--- src/rtl/bcd_to_bin_seq.sv ---
// Sequential packed-BCD to binary converter: one digit per clock, most significant
// digit first, acc = acc*10 + digit. Result and error flag are published with a done pulse.
module bcd_to_bin_seq #(
    parameter int DIGITS = 2,
    parameter int BIN_W  = 7
) (
    input  logic                clk,
    input  logic                rst_n,
    input  logic                start,
    input  logic [4*DIGITS-1:0] bcd_in,
    output logic                busy,
    output logic                done,
    output logic [BIN_W-1:0]    bin_out,
    output logic                err
);

    localparam int               CNT_W = (DIGITS > 1) ? $clog2(DIGITS) : 1;
    localparam logic [CNT_W-1:0] LAST  = CNT_W'(DIGITS - 1);

    typedef enum logic {IDLE, CONV} state_t;

    state_t              state_q, state_d;
    logic [4*DIGITS-1:0] sr_q, sr_d;
    logic [BIN_W-1:0]    acc_q, acc_d;
    logic [BIN_W-1:0]    bin_q, bin_d;
    logic [CNT_W-1:0]    cnt_q, cnt_d;
    logic                err_acc_q, err_acc_d;
    logic                err_q, err_d;
    logic                busy_q, busy_d;
    logic                done_q, done_d;

    logic [3:0]          digit;
    logic [BIN_W-1:0]    acc_next;
    logic                err_next;

    assign digit    = sr_q[4*DIGITS-1 -: 4];
    assign acc_next = (acc_q << 3) + (acc_q << 1) + BIN_W'(digit);
    assign err_next = err_acc_q | (digit > 4'd9);

    always_comb begin
        // NOTE: every signal gets its hold value first so no path leaves it unassigned (no latch).
        state_d   = state_q;
        sr_d      = sr_q;
        acc_d     = acc_q;
        cnt_d     = cnt_q;
        err_acc_d = err_acc_q;
        bin_d     = bin_q;
        err_d     = err_q;
        busy_d    = busy_q;
        done_d    = 1'b0;
        case (state_q)
            IDLE: begin
                if (start) begin
                    sr_d      = bcd_in;
                    acc_d     = '0;
                    cnt_d     = '0;
                    err_acc_d = 1'b0;
                    busy_d    = 1'b1;
                    state_d   = CONV;
                end
            end
            CONV: begin
                acc_d     = acc_next;
                sr_d      = sr_q << 4;
                err_acc_d = err_next;
                cnt_d     = cnt_q + CNT_W'(1);
                // Visible result only moves on the final digit edge, together with done.
                if (cnt_q == LAST) begin
                    bin_d   = acc_next;
                    err_d   = err_next;
                    done_d  = 1'b1;
                    busy_d  = 1'b0;
                    state_d = IDLE;
                end
            end
            default: state_d = IDLE;
        endcase
    end

    // NOTE: the shift register is plain flops, not a memory, so it is reset like the rest.
    always_ff @(posedge clk or negedge rst_n) begin
        if (!rst_n) begin
            state_q   <= IDLE;
            sr_q      <= '0;
            acc_q     <= '0;
            cnt_q     <= '0;
            err_acc_q <= 1'b0;
            bin_q     <= '0;
            err_q     <= 1'b0;
            busy_q    <= 1'b0;
            done_q    <= 1'b0;
        end else begin
            // NOTE: non-blocking so every flop samples the pre-edge values of the others.
            state_q   <= state_d;
            sr_q      <= sr_d;
            acc_q     <= acc_d;
            cnt_q     <= cnt_d;
            err_acc_q <= err_acc_d;
            bin_q     <= bin_d;
            err_q     <= err_d;
            busy_q    <= busy_d;
            done_q    <= done_d;
        end
    end

    assign busy    = busy_q;
    assign done    = done_q;
    assign bin_out = bin_q;
    assign err     = err_q;

endmodule

--- config.mk ---
export PLATFORM = sky130hd
export DESIGN_NAME = bcd_to_bin_seq
export DESIGN_NICKNAME = d
export VERILOG_FILES = /design/src/rtl/bcd_to_bin_seq.sv
export SDC_FILE = /design/constraint.sdc
export NUM_CORES = 1
export LEC_CHECK = 0
export ABC_AREA = 1
export CAP_MARGIN = 20
export CORE_MARGIN = 2
export CORE_UTILIZATION = 31
export CTS_BUF_LIST = sky130_fd_sc_hd__clkbuf_2
export DETAILED_ROUTE_END_ITERATION = 10
export PLACE_DENSITY_LB_ADDON = 0.1
export SLEW_MARGIN = 20
export SYNTH_ARGS = -nofsm -noshare
export SYNTH_HDL_FRONTEND = slang
export SYNTH_SLANG_ARGS = --single-unit
export TNS_END_PERCENT = 30
--- constraint.sdc ---
create_clock -name clk -period 2.29 [get_ports clk]
set_input_delay 0.458 -clock clk [delete_from_list [all_inputs] [get_ports clk]]
set_output_delay 0.458 -clock clk [all_outputs]
set_load 0.05 [all_outputs]
==> out/results.txt <==
Top FF cell, synth -> dfrtp_1
Max stage delay on crit path -> 0.81 ns
Static leakage -> 0.759 nW
CTS H-tree lvls -> 1
Fmax -> 490 MHz
Setup TNS -> 0 ns
Hold buffer count at CTS -> 0
Pre-antenna DRT Iters -> 4
IO buf count -> 20
Clk sinks -> 27
WS Path Type -> reg2out
Area delta synth->final -> 20.3%
Total CTS buffers -> 3
Standard-cell rows -> 23
Io pins -> 21
Dpl ws -> 0.380 ns
Pwr Density -> 1410 mW/mm²
Max Cap Viol -> 0
Final #Nets -> 178
Clock latency on the worst-skew pair -> 0.36 ns
Die W -> 68.3 µm
Avg Inst Size Synth -> 9.55 µm²
Yosys reg bits -> 27
Synth warn -> 0
Clock buffer depth -> 2
Setup crit end -> bin_out[0]
RSZ-0062 raised after global routing -> no
Most frequent cell after synthesis -> nand2_1
Top cells by count, synth -> 38 x nand2_1, 27 x dfrtp_1, 13 x inv_1
Starting Density -> 32.0%
Kind of cell adding the most delay to the critical path -> buffers and inverters
Seq/Total Area, Yosys -> 52.8%
Worst-case reg-to-reg path depth -> 8
Hold Vio Cnt, Final -> 0
Initial DRC Count -> 33
EDFF count, synth -> 0
Final-report max-slew violation count -> 0
Capturing point of the worst reg2reg path -> bin_out[6]
Post-CTS Resized -> 0
WP depth -> 1
Core Area -> 0.00400 mm²
CP Launch Point -> bin_out[0]
Post-synth top area cell -> dfrtp_1
Worst R2R Start -> sr_q[7]
Worst-Margin Slew -> 0.505 ns
GRT overflow -> 0
Vias per cell -> 4.64
Synth cell types -> 23
Largest net degree at the start of global routing -> 28
DRC viols -> 0
Fill cells -> 426
Antenna Nets Post-Route -> 0
Initial antenna violation count -> 0
VDD IR max -> 0.417 mV
Crit Path Max Fanout -> 2
Crit end category -> output port
Layout cell share with drive strength beyond 1 -> 6.41%
WP data required -> 1.83 ns
First-pass GRT wire length -> 4600 µm
Top cells by area, synth -> dfrtp_1 53%, nand2_1 11%, ha_1 7.8%
Reg2reg setup slack -> 0.39 ns
Syn Inst Count -> 134
GRT Total Usage -> 13.6%
Netlist Area Pre-Place -> 0.00128 mm²
GP Congestion -> 0.746
Setup ws final -> 0.247 ns
Via count -> 955
Critical path data arrival time -> 1.58 ns
Wire per inst -> 12.4 µm
Clock slew at reported path FFs -> 0.27 ns
CTS tree -> built
Hold Path Class -> in2async
Die area -> 0.00466 mm²
Die H -> 68.3 µm
Total Wirelength -> 2550 µm
Buffers and inverters on the worst path -> 1
Ys async rst share -> 100%
Slowest CP cell -> clkdlybuf4s50_1
Clock Tree Root -> clkbuf_2
Setup bufs post-CTS -> 0
Minimum clock period -> 2.04 ns
# setup viols final -> 0
Ant. Diodes -> 0
Final Total Pwr -> 2.18 mW
Crit-path cells -> clkdlybuf4s50_1
Worst rel slew slack -> 66.3%
Status -> finished clean
Number of global-route vias before repair -> 981
Startpoint Class -> flop
DP Wirelength -> 1940 µm
Final Skew -> 0.0205 ns
Synth Net Count -> 155
Fin crit share -> 89.2%
Area share of the largest cell type after synthesis -> 52.8%
-- per-stage QoR --
stage	instances	hold slack, ns	util, %	instance area (µm²)
4_1_cts	206	0.428	38.5	1540
6_report	206	0.415	38.5	1540
2_1_floorplan	134	0.162	-	1280
3_5_place_dp	202	0.470	38.0	1520
5_1_grt	206	0.395	38.5	1540
3_3_place_gp	202	0.467	38.0	1520
-- logic make-up (layout without fill, tap and decap cells) --
kind of cell,Yosys count,after routing,synth area share [%]
and+or+nand+nor,56,56,18.9
xor gates and xnor gates,1,1,0.684
AOI/OAI and AO/OA,21,21,9.48
buffers and inverters,19,41,7.23
adders and majority gates,10,10,10.9
DFF,27,27,52.8
-- area by class of cell --
type	count	area, µm²	area share (%)
tap	50	62.6	4.06
sequential	27	676	43.9
multi-input combinational	88	512	33.2
inverter	16	62.6	4.06
clock buffer	4	20.0	1.30
timing repair buffer	21	208	13.5
-- cell usage in the layout, fill, tap and decap left out, drive strengths merged --
cell type / Yosys / final
a22oi: 1 / 1
nand2: 39 / 39
inv: 16 / 16
o221ai: 1 / 1
clkbuf: 0 / 4
fa: 2 / 2
nor2: 6 / 6
a22o: 2 / 2
o22ai: 1 / 1
dfrtp: 27 / 27
o21ai: 13 / 13
a31oi: 1 / 1
xnor2: 1 / 1
nand3b: 1 / 1
a21oi: 2 / 2
clkdlybuf4s50: 0 / 20
ha: 8 / 8
nand3: 10 / 10
buf: 3 / 1
-- sequential cells by signal (all words and copies together) (netlist names) --
signal	flops
acc_q	6
bin_out	7
busy	1
cnt_q	1
done	1
err	1
err_acc_q	1
sr_q	8
state_q	1
-- power by group --
part | internal (mW) | switching, mW
clock network | 0.0461 | 0.144
registers | 0.672 | 0.151
logic | 0.422 | 0.743
total | 1.14 | 1.04
-- per-layer routing --
layer,vias to the layer above,track usage [%],wire length [µm]
li1,481,-,-
met1,450,17.2,1180
met2,19,22.6,1240
met3,5,2.47,77
met4,0,6.00,46
met5,-,0,0
-- worst min path at each step --
stage | end | cells after the start | startpoint | slack [ns]
6_report | acc_q[5] | 2 | rst_n | 0.42
5_1_grt | acc_q[5] | 2 | rst_n | 0.40
4_1_cts | acc_q[5] | 2 | rst_n | 0.43
3_5_place_dp | sr_q[1] | 2 | sr_q[1] | 0.47
3_3_place_gp | sr_q[1] | 2 | sr_q[1] | 0.47
2_1_floorplan | acc_q[0] | 0 | rst_n | 0.16
Power figures use the tool's default switching activity.
